## config.mk

```make
export PLATFORM = sky130hd
export DESIGN_NAME = arrow_lane_scheduler_flat
export DESIGN_NICKNAME = d
export VERILOG_FILES = /design/src/rtl/arrow_lane_scheduler_pkg.sv /design/src/rtl/arrow_lane_scheduler_if.sv /design/src/rtl/arrow_lane_scheduler_grader.sv /design/src/rtl/arrow_lane_scheduler.sv /design/src/flat_wrapper.sv
export SDC_FILE = /design/constraint.sdc
export NUM_CORES = 1
export LEC_CHECK = 0
export ABC_CLOCK_PERIOD_IN_PS = 2800
export CAP_MARGIN = 10
export CELL_PAD_IN_SITES_DETAIL_PLACEMENT = 0
export CELL_PAD_IN_SITES_GLOBAL_PLACEMENT = 2
export CORE_ASPECT_RATIO = 1.25
export CORE_MARGIN = 4
export CORE_UTILIZATION = 25
export CTS_CLUSTER_DIAMETER = 120
export DETAILED_ROUTE_END_ITERATION = 7
export PLACE_DENSITY = 0.83
export SLEW_MARGIN = 20
export SYNTH_ARGS = -nofsm -noshare
export SYNTH_HDL_FRONTEND = slang
export SYNTH_SLANG_ARGS = --single-unit
```

## constraint.sdc

```tcl
create_clock -name clock -period 2.8 [get_ports clock]
set_input_delay 0.56 -clock clock [delete_from_list [all_inputs] [get_ports clock]]
set_output_delay 0.56 -clock clock [all_outputs]
set_load 0.01 [all_outputs]
```

## src/rtl/arrow_lane_scheduler_pkg.sv

```systemverilog
// Shared types and constants for the arrow lane scheduler.
// Arrow codes, indicator grades, slot geometry, FSM states.
package arrow_pkg;

  localparam int NUM_SLOTS  = 26;
  localparam int HIT_CENTER = 23;
  localparam int ARRAY_W    = 3 * NUM_SLOTS;

  localparam logic [2:0] ARROW_NONE  = 3'd0;
  localparam logic [2:0] ARROW_UP    = 3'd1;
  localparam logic [2:0] ARROW_LEFT  = 3'd2;
  localparam logic [2:0] ARROW_DOWN  = 3'd3;
  localparam logic [2:0] ARROW_RIGHT = 3'd4;
  localparam logic [2:0] ARROW_SHAKE = 3'd5;

  localparam logic [1:0] IND_EXCELLENT = 2'b11;
  localparam logic [1:0] IND_GOOD      = 2'b10;
  localparam logic [1:0] IND_BAD       = 2'b01;
  localparam logic [1:0] IND_NONE      = 2'b00;

  typedef enum logic [2:0] {
    S_IDLE,
    S_PLAY,
    S_PAUSE,
    S_DRAIN,
    S_DONE
  } sched_state_e;

endpackage

```

## src/rtl/arrow_lane_scheduler_if.sv

```systemverilog
// Chart ROM step handshake bundle.
// master = scheduler (requester), slave = ROM.
interface arrow_step_if;
  logic       step_req;
  logic       step_valid;
  logic [2:0] step_data;
  logic       step_last;

  modport master (
    output step_req,
    input  step_valid,
    input  step_data,
    input  step_last
  );

  modport slave (
    input  step_req,
    output step_valid,
    output step_data,
    output step_last
  );
endinterface

```

## src/rtl/arrow_lane_scheduler_grader.sv

```systemverilog
// One player's lane: arrow array, press grading,
// indicator hold timer and saturating score.
module player_lane_grader
  import arrow_pkg::*;
#(
  parameter int HOLD_FRAMES = 30,
  parameter int SCORE_W     = 16
) (
  input  logic               clock,
  input  logic               reset,
  input  logic               clear,
  input  logic               advance,
  input  logic [2:0]         insert_code,
  input  logic               grade_en,
  input  logic               hold_en,
  input  logic               frame_tick,
  input  logic [2:0]         press,
  output logic [ARRAY_W-1:0] arrow_array,
  output logic [1:0]         indicator,
  output logic [SCORE_W-1:0] score,
  output logic               all_zero
);

  localparam int HOLD_W = $clog2(HOLD_FRAMES + 1);
  localparam int TOP    = 3 * (NUM_SLOTS - 1);
  localparam int LO     = 3 * (HIT_CENTER - 1);
  localparam int MID    = 3 * HIT_CENTER;
  localparam int HI     = 3 * (HIT_CENTER + 1);

  logic [ARRAY_W-1:0] arr_q, arr_d, arr_clr;
  logic [1:0]         ind_q, ind_d;
  logic [HOLD_W-1:0]  hold_q, hold_d;
  logic [SCORE_W-1:0] score_q, score_d;
  logic [SCORE_W:0]   sum;
  logic [1:0]         inc;
  logic               press_v, miss;
  logic               hit_c, hit_lo, hit_hi;

  // hit-zone search: centre first, then above, then below
  always_comb begin
    hit_c   = 1'b0;
    hit_lo  = 1'b0;
    hit_hi  = 1'b0;
    press_v = grade_en && (press != ARROW_NONE);
    if (press_v && press <= ARROW_SHAKE) begin
      if (arr_q[MID +: 3] == press)
        hit_c = 1'b1;
      else if (arr_q[LO +: 3] == press)
        hit_lo = 1'b1;
      else if (arr_q[HI +: 3] == press)
        hit_hi = 1'b1;
    end
    miss = advance && (arr_q[TOP +: 3] != ARROW_NONE);
  end

  // clear the matched slot, then shift with the insert code
  always_comb begin
    arr_clr = arr_q;
    if (hit_c)  arr_clr[MID +: 3] = ARROW_NONE;
    if (hit_lo) arr_clr[LO +: 3]  = ARROW_NONE;
    if (hit_hi) arr_clr[HI +: 3]  = ARROW_NONE;
    if (clear)
      arr_d = '0;
    else if (advance)
      arr_d = {arr_clr[ARRAY_W-4:0], insert_code};
    else
      arr_d = arr_clr;
  end

  // saturating score, cleared at song start
  always_comb begin
    inc = hit_c ? 2'd2 : ((hit_lo || hit_hi) ? 2'd1 : 2'd0);
    sum = {1'b0, score_q} + (SCORE_W+1)'(inc);
    if (clear)
      score_d = '0;
    else if (sum[SCORE_W])
      score_d = '1;
    else
      score_d = sum[SCORE_W-1:0];
  end

  // press grade beats miss; otherwise the hold timer runs down
  always_comb begin
    ind_d  = ind_q;
    hold_d = hold_q;
    if (press_v) begin
      if (hit_c)
        ind_d = IND_EXCELLENT;
      else if (hit_lo || hit_hi)
        ind_d = IND_GOOD;
      else
        ind_d = IND_BAD;
      hold_d = HOLD_W'(HOLD_FRAMES);
    end else if (miss) begin
      ind_d  = IND_BAD;
      hold_d = HOLD_W'(HOLD_FRAMES);
    end else if (hold_en && frame_tick && hold_q != '0) begin
      hold_d = hold_q - 1'b1;
      if (hold_q == HOLD_W'(1))
        ind_d = IND_NONE;
    end
  end

  // lane state registers
  always_ff @(posedge clock) begin
    if (reset) begin
      arr_q   <= '0;
      ind_q   <= IND_NONE;
      hold_q  <= '0;
      score_q <= '0;
    end else begin
      arr_q   <= arr_d;
      ind_q   <= ind_d;
      hold_q  <= hold_d;
      score_q <= score_d;
    end
  end

  assign arrow_array = arr_q;
  assign indicator   = ind_q;
  assign score       = score_q;
  assign all_zero    = (arr_q == '0);

endmodule

```

## src/rtl/arrow_lane_scheduler.sv

```systemverilog
// Song sequencer: frame pacing, chart fetch stage,
// and the two player lanes.
module arrow_lane_scheduler
  import arrow_pkg::*;
#(
  parameter int FRAMES_PER_STEP = 4,
  parameter int HOLD_FRAMES     = 30,
  parameter int SCORE_W         = 16
) (
  input  logic               clock,
  input  logic               reset,
  input  logic               frame_tick,
  input  logic               start,
  input  logic               pause,
  arrow_step_if.master       step,
  input  logic [2:0]         p1_press,
  input  logic [2:0]         p2_press,
  output logic [ARRAY_W-1:0] p1_arrow_array,
  output logic [ARRAY_W-1:0] p2_arrow_array,
  output logic [1:0]         p1_indicator,
  output logic [1:0]         p2_indicator,
  output logic [SCORE_W-1:0] p1_score,
  output logic [SCORE_W-1:0] p2_score,
  output logic               busy
);

  sched_state_e state_q, state_d;
  logic [3:0]   fcnt_q, fcnt_d;
  logic         req_q, req_d;
  logic         stg_v_q, stg_v_d;
  logic [2:0]   stg_c_q, stg_c_d;
  logic         stg_l_q, stg_l_d;
  logic         clear, adv, run;
  logic         grade_en, hold_en;
  logic [2:0]   ins;
  logic         p1_zero, p2_zero;

  // frame pacing, fetch stage and song state
  always_comb begin
    state_d = state_q;
    fcnt_d  = fcnt_q;
    req_d   = req_q;
    stg_v_d = stg_v_q;
    stg_c_d = stg_c_q;
    stg_l_d = stg_l_q;
    clear   = 1'b0;
    adv     = 1'b0;
    run     = (state_q == S_PLAY) || (state_q == S_DRAIN);
    if (run && frame_tick) begin
      if (fcnt_q == 4'(FRAMES_PER_STEP - 1)) begin
        adv    = 1'b1;
        fcnt_d = '0;
      end else begin
        fcnt_d = fcnt_q + 4'd1;
      end
    end
    ins = (state_q == S_PLAY && stg_v_q) ? stg_c_q : ARROW_NONE;
    unique case (state_q)
      S_IDLE, S_DONE: begin
        if (start) begin
          state_d = S_PLAY;
          clear   = 1'b1;
          fcnt_d  = '0;
          req_d   = 1'b1;
          stg_v_d = 1'b0;
        end
      end
      S_PLAY: begin
        if (adv && stg_v_q) begin
          stg_v_d = 1'b0;
          if (!stg_l_q)
            req_d = 1'b1;
        end
        if (adv && stg_v_q && stg_l_q)
          state_d = S_DRAIN;
        else if (pause)
          state_d = S_PAUSE;
      end
      S_PAUSE: begin
        if (!pause)
          state_d = S_PLAY;
      end
      S_DRAIN: begin
        if (p1_zero && p2_zero)
          state_d = S_DONE;
      end
      default: state_d = S_IDLE;
    endcase
    if (req_q && step.step_valid) begin
      stg_v_d = 1'b1;
      stg_c_d = step.step_data;
      stg_l_d = step.step_last;
      req_d   = 1'b0;
    end
  end

  // sequencer registers
  always_ff @(posedge clock) begin
    if (reset) begin
      state_q <= S_IDLE;
      fcnt_q  <= '0;
      req_q   <= 1'b0;
      stg_v_q <= 1'b0;
      stg_c_q <= ARROW_NONE;
      stg_l_q <= 1'b0;
    end else begin
      state_q <= state_d;
      fcnt_q  <= fcnt_d;
      req_q   <= req_d;
      stg_v_q <= stg_v_d;
      stg_c_q <= stg_c_d;
      stg_l_q <= stg_l_d;
    end
  end

  assign grade_en = (state_q == S_PLAY) ||
                    (state_q == S_DRAIN);
  assign hold_en  = (state_q != S_PAUSE);

  player_lane_grader #(
    .HOLD_FRAMES (HOLD_FRAMES),
    .SCORE_W     (SCORE_W)
  ) u_p1 (
    .clock       (clock),
    .reset       (reset),
    .clear       (clear),
    .advance     (adv),
    .insert_code (ins),
    .grade_en    (grade_en),
    .hold_en     (hold_en),
    .frame_tick  (frame_tick),
    .press       (p1_press),
    .arrow_array (p1_arrow_array),
    .indicator   (p1_indicator),
    .score       (p1_score),
    .all_zero    (p1_zero)
  );

  player_lane_grader #(
    .HOLD_FRAMES (HOLD_FRAMES),
    .SCORE_W     (SCORE_W)
  ) u_p2 (
    .clock       (clock),
    .reset       (reset),
    .clear       (clear),
    .advance     (adv),
    .insert_code (ins),
    .grade_en    (grade_en),
    .hold_en     (hold_en),
    .frame_tick  (frame_tick),
    .press       (p2_press),
    .arrow_array (p2_arrow_array),
    .indicator   (p2_indicator),
    .score       (p2_score),
    .all_zero    (p2_zero)
  );

  assign step.step_req = req_q;
  assign busy = (state_q == S_PLAY)  ||
                (state_q == S_PAUSE) ||
                (state_q == S_DRAIN);

endmodule
```

## src/flat_wrapper.sv

```systemverilog
// flat-port wrapper written by rule: the top's interface ports become plain ports
module arrow_lane_scheduler_flat import arrow_pkg::*;
#(
  parameter int FRAMES_PER_STEP = 4,
  parameter int HOLD_FRAMES     = 30,
  parameter int SCORE_W         = 16
)
  (clock, reset, frame_tick, start, pause, p1_press, p2_press, p1_arrow_array, p2_arrow_array, p1_indicator, p2_indicator, p1_score, p2_score, busy, step_step_req, step_step_valid, step_step_data, step_step_last);
  arrow_step_if step_i ();
  input  logic clock;
  input  logic reset;
  input  logic frame_tick;
  input  logic start;
  input  logic pause;
  input  logic [2:0] p1_press;
  input  logic [2:0] p2_press;
  output logic [ARRAY_W-1:0] p1_arrow_array;
  output logic [ARRAY_W-1:0] p2_arrow_array;
  output logic [1:0] p1_indicator;
  output logic [1:0] p2_indicator;
  output logic [SCORE_W-1:0] p1_score;
  output logic [SCORE_W-1:0] p2_score;
  output logic busy;
  output wire logic [$bits(step_i.step_req)-1:0] step_step_req;
  input wire logic [$bits(step_i.step_valid)-1:0] step_step_valid;
  input wire logic [$bits(step_i.step_data)-1:0] step_step_data;
  input wire logic [$bits(step_i.step_last)-1:0] step_step_last;
  assign step_step_req = step_i.step_req;
  assign step_i.step_valid = step_step_valid;
  assign step_i.step_data = step_step_data;
  assign step_i.step_last = step_step_last;
  arrow_lane_scheduler #(.FRAMES_PER_STEP(FRAMES_PER_STEP), .HOLD_FRAMES(HOLD_FRAMES), .SCORE_W(SCORE_W)) u_core (.clock(clock), .reset(reset), .frame_tick(frame_tick), .start(start), .pause(pause), .step(step_i), .p1_press(p1_press), .p2_press(p2_press), .p1_arrow_array(p1_arrow_array), .p2_arrow_array(p2_arrow_array), .p1_indicator(p1_indicator), .p2_indicator(p2_indicator), .p1_score(p1_score), .p2_score(p2_score), .busy(busy));
endmodule
```

Word-level counts from Yosys, hierarchy flattened
Cells that the tools add are included.
W data, S select, Z words.

operators by class
  muxes and demuxes = 73
  reductions and logical operators = 45
  order comparisons = 2
  add/subtract/negate cells = 5
  equal/unequal tests = 22

operators with widths
  operator               count
  $logic_not A78 Y1      2
  $mux W75               2
  $mux W3                12
  $add A16 B2 Y17        2
  $mux W16               2
  $mux W1                30
  $mux W5                6
  $mux W2                14
  $reduce_bool A3 Y1     9
  $eq A3 B3 Y1           6
  $mux W4                4
  $logic_and A1 B1 Y1    15
  $pmux W3 S4            1
  $eq A5 B1 Y1 const B   2
  $ne A2 B2 Y1 const B   5
  $reduce_bool A5 Y1     2
  $sub A5 B1 Y5 const B  2
  $reduce_and A4 Y1      2
  $eq A3 B2 Y1 const B   2
  $le A3 B3 Y1 const B   2
  $ne A3 B2 Y1 const B   2
  $ne A3 B3 Y1 const B   2
  $reduce_or A2 Y1       3
  $reduce_or A3 Y1       2
  other kinds (10)       16

word-level totals
  logic and storage cells = 165
  output and inout port bits = 194
  bits in registers = 215
  input bits = 16

Depth between registers and ports, before layout
Gate-level depths: netlist of the first run.

  depth after elaboration = 10
  mapped depth = 15
  depth with buffers taken out = 12

Hierarchy
A second synthesis of the first run with hierarchy kept.

unflattened totals
  cells, all modules = 1055
  area, all modules = 10054.6 µm²

modules (own cells, without submodules)
  module                             cells each  times used  area each (µm²)
  player_lane_grader at u_core.u_p2  484         1           4695.8
  player_lane_grader at u_core.u_p1  488         1           4660.7
  arrow_lane_scheduler               83          1           698.2

Worst setup path before layout of the first run
No wires, ideal clock.

  path kind = input to register
  from = in p2_press[1]
  to = reg u_core.u_p2.score_q[7], in the netlist u_core.u_p2.score[7]
  required time = 2.730 ns
  stages on the path = 13
  setup time = 0.070 ns
  path slack = -0.123 ns
  arrival time = 2.853 ns
  cell sequence = xor2_1 -> nor3_1 -> or2_2 -> and2_1 -> ha_1 -> inv_1 -> fa_1 -> nor2b_1 -> nand2_1 -> nor2_1 -> nand3_1 -> clkbuf_1 -> a21oi_1

on the way
  longest elaborated chain between the ends = 10
  elaborated cells on any way between the ends = 21
  those cells by class = add/sub (1); order compare (1); eq/ne (3); mux (12); reduce/logical (4)

RTL lines
  what                    line                                text
  start: declaration      flat_wrapper.sv:16                  input logic [2:0] p2_press;
  $eq A3 B3 Y1            arrow_lane_scheduler_grader.sv:50   else if (arr_q[HI +: 3] == press)
  $mux W1                 arrow_lane_scheduler_grader.sv:50
  $mux W1                 arrow_lane_scheduler_grader.sv:48   else if (arr_q[LO +: 3] == press)
  $mux W1                 arrow_lane_scheduler_grader.sv:46   if (arr_q[MID +: 3] == press)
  $mux W1                 arrow_lane_scheduler_grader.sv:45   if (press_v && press <= ARROW_SHAKE) begin
  $logic_or A1 B1 Y1      arrow_lane_scheduler_grader.sv:72   inc = hit_c ? 2'd2 : ((hit_lo || hit_hi) ? 2'd1 : 2'd0);
  $mux W1                 arrow_lane_scheduler_grader.sv:72
  $mux W2 *               arrow_lane_scheduler_grader.sv:72
  $add A16 B2 Y17 *       arrow_lane_scheduler_grader.sv:73   sum = {1'b0, score_q} + (SCORE_W+1)'(inc);
  $mux W16 *              arrow_lane_scheduler_grader.sv:76   else if (sum[SCORE_W])
  end signal: assignment  arrow_lane_scheduler_grader.sv:115  score_q <= score_d;
  end: declaration        arrow_lane_scheduler_grader.sv:33   logic [SCORE_W-1:0] score_q, score_d;

Mark *: on every way between the ends. The rest lies on a longest branch, timed or not.
A chain may end at the register's enable or synchronous reset.

Final worst setup path of the first run
  from = in p1_press[2]
  to = reg u_core.u_p1.score_q[8], in the netlist u_core.u_p1.score[8]

on the way
  longest elaborated chain between the ends = 10
  elaborated cells on any way between the ends = 21
  those cells by class = add/sub (1); order compare (1); eq/ne (3); mux (12); reduce/logical (4)

RTL lines
  what                    line                                text
  start: declaration      flat_wrapper.sv:15                  input logic [2:0] p1_press;
  $eq A3 B3 Y1            arrow_lane_scheduler_grader.sv:50
  $mux W1                 arrow_lane_scheduler_grader.sv:50
  $mux W1                 arrow_lane_scheduler_grader.sv:48
  $mux W1                 arrow_lane_scheduler_grader.sv:46
  $mux W1                 arrow_lane_scheduler_grader.sv:45
  $logic_or A1 B1 Y1      arrow_lane_scheduler_grader.sv:72
  $mux W1                 arrow_lane_scheduler_grader.sv:72
  $mux W2 *               arrow_lane_scheduler_grader.sv:72
  $add A16 B2 Y17 *       arrow_lane_scheduler_grader.sv:73
  $mux W16 *              arrow_lane_scheduler_grader.sv:76
  end signal: assignment  arrow_lane_scheduler_grader.sv:115
  end: declaration        arrow_lane_scheduler_grader.sv:33

Marked as above.

==> qor.log, run 1 <==
[status] result of the run finished, final reports clean
[floorplan] height of the chip 200 um
[yosys] post-synthesis share of cell area spent on full adders, half adders and majority gates 2.06%
[yosys] EDFF count, synth 0
[drt] Antenna Violating Nets Remaining 0
[global_routing] antenna violations before repair 2
[clock_tree] number of H-tree levels 4
[worst_setup_path] Critical-path top delay cell sky130_fd_sc_hd__fa_1
[clock_tree] count of buffers added by post-CTS timing repair for setup 0
[worst_setup_path] critical path launch point type input pin
[drt] number of violations reported at the end of detailed-routing iteration 0 274
[clock_tree] Clk Tree Root Cell sky130_fd_sc_hd__clkbuf_16
[pwr] switching part of the total power 26.4%
[sta] unrepaired setup endpoints after global routing false
[sta] Final Hold Fails 0
[cells_and_area] fill count 3105
[placed_design] number of buffer cells added on primary ports 209
[placed_design] Post-DP HPWL 16800 um
[yosys] synthesized netlist net count 907
[sta] number of setup violations in the final report 0
[drt] total wirelength of the detailed-routed design 22800 um
[yosys] largest cells by area after synthesis sky130_fd_sc_hd__dfxtp_1 40%, sky130_fd_sc_hd__buf_4 14%, sky130_fd_sc_hd__nand2_1 8.2%
[sta] clk_skew 0.0129 ns
[yosys] post-synthesis register bit count 149
[sta] Fmax achieved 377 MHz
[placed_design] worst setup slack after placement -0.541 ns
[drt] detailed-route via count 6394
[yosys] Post-synth ARST share 0%
[floorplan] number of ports placed on the die boundary 210
[yosys] Post-Synthesis Mean Instance Area 8.41 um^2
[clock_tree] sink count of the clock tree 149
[worst_setup_path] category of the critical setup timing path input pin to flop
[yosys] portion of the post-synthesis area used by sequential elements 40.3%
[drt] number of design rule violations left after detail routing 0
[sta] final number of max-transition violations 0
[cells_and_area] share of final-layout standard cells stronger than drive strength 1 11.1%
[yosys] Yosys warnings 0
[global_routing] first-pass GRT wire length 35600 um
[drt] number of iterations in the first detailed-routing pass 5
[pwr] combinational share of power 7.5%
[worst_setup_path] worst setup slack for register-to-register paths 0.24 ns
[clock_tree] clock insertion delay at the later pin of the skew report 0.43 ns
[yosys] synthesized area 7400 um^2
[floorplan] starting density of the core 25.3%
[placed_design] gp weighted congestion 0.804
[floorplan] Core Region 29300 um^2
[floorplan] overall die area 32400 um^2
[yosys] cell count after synthesis 880
[cells_and_area] area overhead of the layout relative to synthesis 33.3%
[pwr] Power Density 493 nW/um^2
[worst_setup_path] arrival time reported for the critical path endpoint 2.96 ns
[yosys] main combinational cell family by area after synthesis simple AND/OR/NAND/NOR gates
[worst_setup_path] worst setup path start p1_press[2]
[drt] via density per instance 4.56
[worst_setup_path] buffering stage count on the worst path with inverters included 2
[cells_and_area] antenna fix cells 0
[yosys] area share of the largest cell type after synthesis 40.3%
[min_path] Min-Delay Path Class flop to flop
[global_routing] Total Routing Usage GR 13.7%
[yosys] library cell with the largest summed area after synthesis sky130_fd_sc_hd__dfxtp_1
[global_routing] number of global-route vias before repair 6181
[yosys] share of the synthesized area in compound gates (AO/OA/AOI/OAI) 14.1%
[worst_setup_path] Required @ worst endpoint 3.10 ns
[worst_setup_path] delay of the slowest cell on the worst path 0.40 ns
[floorplan] Std-Cell Rows 70
[pwr] Pleak 3.42 nW
[floorplan] die width 162 um
[min_path] origin of the worst min-delay path u_core.stg_c_q[1]$_SDFFE_PP0P_
[worst_setup_path] Largest delay share family, worst path simple AND/OR/NAND/NOR gates
[cells_and_area] fin util 33.7%
[clock_tree] clock-pin slew of the registers on the worst-case setup and hold paths 0.08 ns
[sta] final period demand of the worst path 2.66 ns
[worst_setup_path] worst path cell trace dlygate4sd2_1 -> xor2_1 -> nor3_1 -> or2_2 -> and2_1 -> ha_1 -> fa_1 -> nand3_1 -> buf_4 -> nor2_1 -> nand3_1 -> xor2_1 -> a21oi_1
[pwr] part of the power in registers 45.1%
[worst_setup_path] CP max FO 5
[yosys] number of unique standard cell types used by synthesis 50
[yosys] synthesized-area fraction occupied by and/or/nand/nor cells 20.4%
[worst_setup_path] R2R Path Start u_core.state_q[2]$_SDFFE_PP0P_
[yosys] dominant synthesized flop cell sky130_fd_sc_hd__dfxtp_1
[yosys] Synth Area in XOR/XNOR 5.56%
[yosys] most frequent cells after synthesis 162 x sky130_fd_sc_hd__nand2_1, 149 x sky130_fd_sc_hd__dfxtp_1, 140 x sky130_fd_sc_hd__buf_4
[global_routing] largest net degree at the start of global routing 100
[drt] routed length per instance 16.3 um
[yosys] most numerous cell in the Yosys netlist sky130_fd_sc_hd__nand2_1
[yosys] multiplexer fraction of the synthesized cell area 0%
[pwr] Power Internal 3.58 mW
[flow_run] Max-cap violations 0
[global_routing] GR Overflow Total 0
[sta] worst-case headroom to the max-slew limit 29.5%
[sta] Final WS setup 0.144 ns
[clock_tree] Num CTS Buffers 17
[cells_and_area] number of nets in the finished design 1019
[clock_tree] maximum clock insertion buffer count 2
[pwr] Sw Pwr 1.28 mW
[worst_setup_path] Worst setup EP type flop
[clock_tree] TritonCTS clock tree yes
[sta] worst slew pin tran 1.05 ns
[sta] final cycle utilization of the critical path 94.8%
[pwr] fraction of power consumed by the clock network 47.4%
[pwr] highest ir drop seen on vdd 0.000384 V
-- metrics by stage --
step / cells / area (um^2) / hold WS [ns] / total power, mW / setup TNS, ns
2_1_floorplan: 880 / 7410 / 0.437 / 2.46 / 0
3_3_place_gp: 1369 / 9250 / 0.448 / 2.60 / -14.53
3_5_place_dp: 1369 / 9250 / 0.456 / 2.60 / -15.04
4_1_cts: 1401 / 9830 / 0.464 / 4.92 / 0
5_1_grt: 1401 / 9860 / 0.485 / 5.06 / 0
6_report: 1401 / 9860 / 0.464 / 4.86 / 0
-- routing by layer --
| metal | wire [um] | global-route usage (%) | part of all wire, % | vias up |
|---|---|---|---|---|
| met4 | 249 | 3.20 | 1.1 | 4 |
| met2 | 11000 | 22.8 | 48 | 198 |
| met3 | 1410 | 4.07 | 6.2 | 21 |
| met1 | 10200 | 17.5 | 45 | 3063 |
| met5 | 20 | 0 | 0.088 | - |
| li1 | - | - | - | 3108 |
-- path summary, 6_finish.rpt --
path,endpoint,depth (start not counted)
max,u_core.u_p1.score[8]$_SDFF_PP0_,13
min reg2reg,u_core.stg_c_q[1]$_SDFFE_PP0P_,2
min,u_core.stg_c_q[1]$_SDFFE_PP0P_,2
max reg2reg,u_core.u_p1.score[8]$_SDFF_PP0_,13
-- state kept, by name, summed over array words and instances (netlist names) --
register                 count
u_core.u_p2.arrow_array     78
u_core.stg_l_q               1
u_core.state_q               3
u_core.u_p2.score           16
u_core.u_p2.hold_q           5
u_core.u_p1.indicator        2
u_core.stg_v_q               1
u_core.step.step_req         1
u_core.u_p1.arrow_array     12
u_core.stg_c_q               3
u_core.u_p2.indicator        2
u_core.u_p1.score           16
u_core.fcnt_q                4
u_core.u_p1.hold_q           5
-- cells by family after synthesis --
family	after synthesis
and+or+nand+nor	311
adders and majority gates	11
xor gates and xnor gates	47
DFF	149
AOI/OAI and AO/OA	170
buffers and inverters	192
-- worst min-delay path, stage by stage, from the launching register on --
cell,delay [ns]
sky130_fd_sc_hd__dfxtp_1,0.32
sky130_fd_sc_hd__nand2_1,0.05
sky130_fd_sc_hd__a21oi_1,0.05
-- placed cells by master, fill, tap and decap left out, types with 3 or more instances in the layout --
master	instances
sky130_fd_sc_hd__nor2_1	24
sky130_fd_sc_hd__buf_12	3
sky130_fd_sc_hd__a21oi_1	117
sky130_fd_sc_hd__inv_8	4
sky130_fd_sc_hd__nor3_2	5
sky130_fd_sc_hd__o31ai_1	3
sky130_fd_sc_hd__o21ai_0	4
sky130_fd_sc_hd__inv_1	18
sky130_fd_sc_hd__a32o_1	18
sky130_fd_sc_hd__and2_1	4
sky130_fd_sc_hd__dlygate4sd2_1	5
sky130_fd_sc_hd__nor4_1	23
sky130_fd_sc_hd__clkbuf_16	17
sky130_fd_sc_hd__nor3_1	15
sky130_fd_sc_hd__a211oi_1	4
sky130_fd_sc_hd__a31oi_1	5
sky130_fd_sc_hd__inv_6	6
sky130_fd_sc_hd__xor2_1	34
sky130_fd_sc_hd__nor3b_1	3
sky130_fd_sc_hd__xnor2_1	13
sky130_fd_sc_hd__nand4_1	15
sky130_fd_sc_hd__buf_4	55
sky130_fd_sc_hd__clkdlybuf4s50_1	203
sky130_fd_sc_hd__and3_1	5
sky130_fd_sc_hd__nand2b_1	6
sky130_fd_sc_hd__ha_1	9
sky130_fd_sc_hd__nand3_1	24
sky130_fd_sc_hd__dfxtp_1	149
sky130_fd_sc_hd__a22o_1	6
sky130_fd_sc_hd__a21o_1	3
sky130_fd_sc_hd__nand2_1	162
-- power by group through the flow --
stage	Combinational, mW	Sequential, mW	Clock (mW)
finish	0.363	2.19	2.30
CTS	0.364	2.19	2.36
detailed placement	0.364	2.24	0
floorplan	0.226	2.23	0
global placement	0.361	2.24	0
global route	0.401	2.20	2.47
-- layout make-up --
cell class | instances | area, um^2 | area share (%)
multi-input combinational | 539 | 3170 | 32.2
sequential | 149 | 2980 | 30.3
timing repair buffer | 267 | 2560 | 26.0
tap | 396 | 495 | 5.03
clock buffer | 17 | 425 | 4.32
clock inverter | 15 | 156 | 1.59
inverter | 18 | 67.6 | 0.685
-- repair_timing --
action / CTS / global route
gates cloned: 0 / 0
resized for setup: 7 / 6
pin swaps: 1 / 3
setup endpoints to repair: 18 / 16
hold buffers: 0 / 0
Power figures use the tool's default switching activity.
==> inputs of run 2 (changes only) <==
- CTS_CLUSTER_SIZE: not set -> 28
==> results of run 2 <==
Final layout, timing and power as in run 1 (identical DEF).
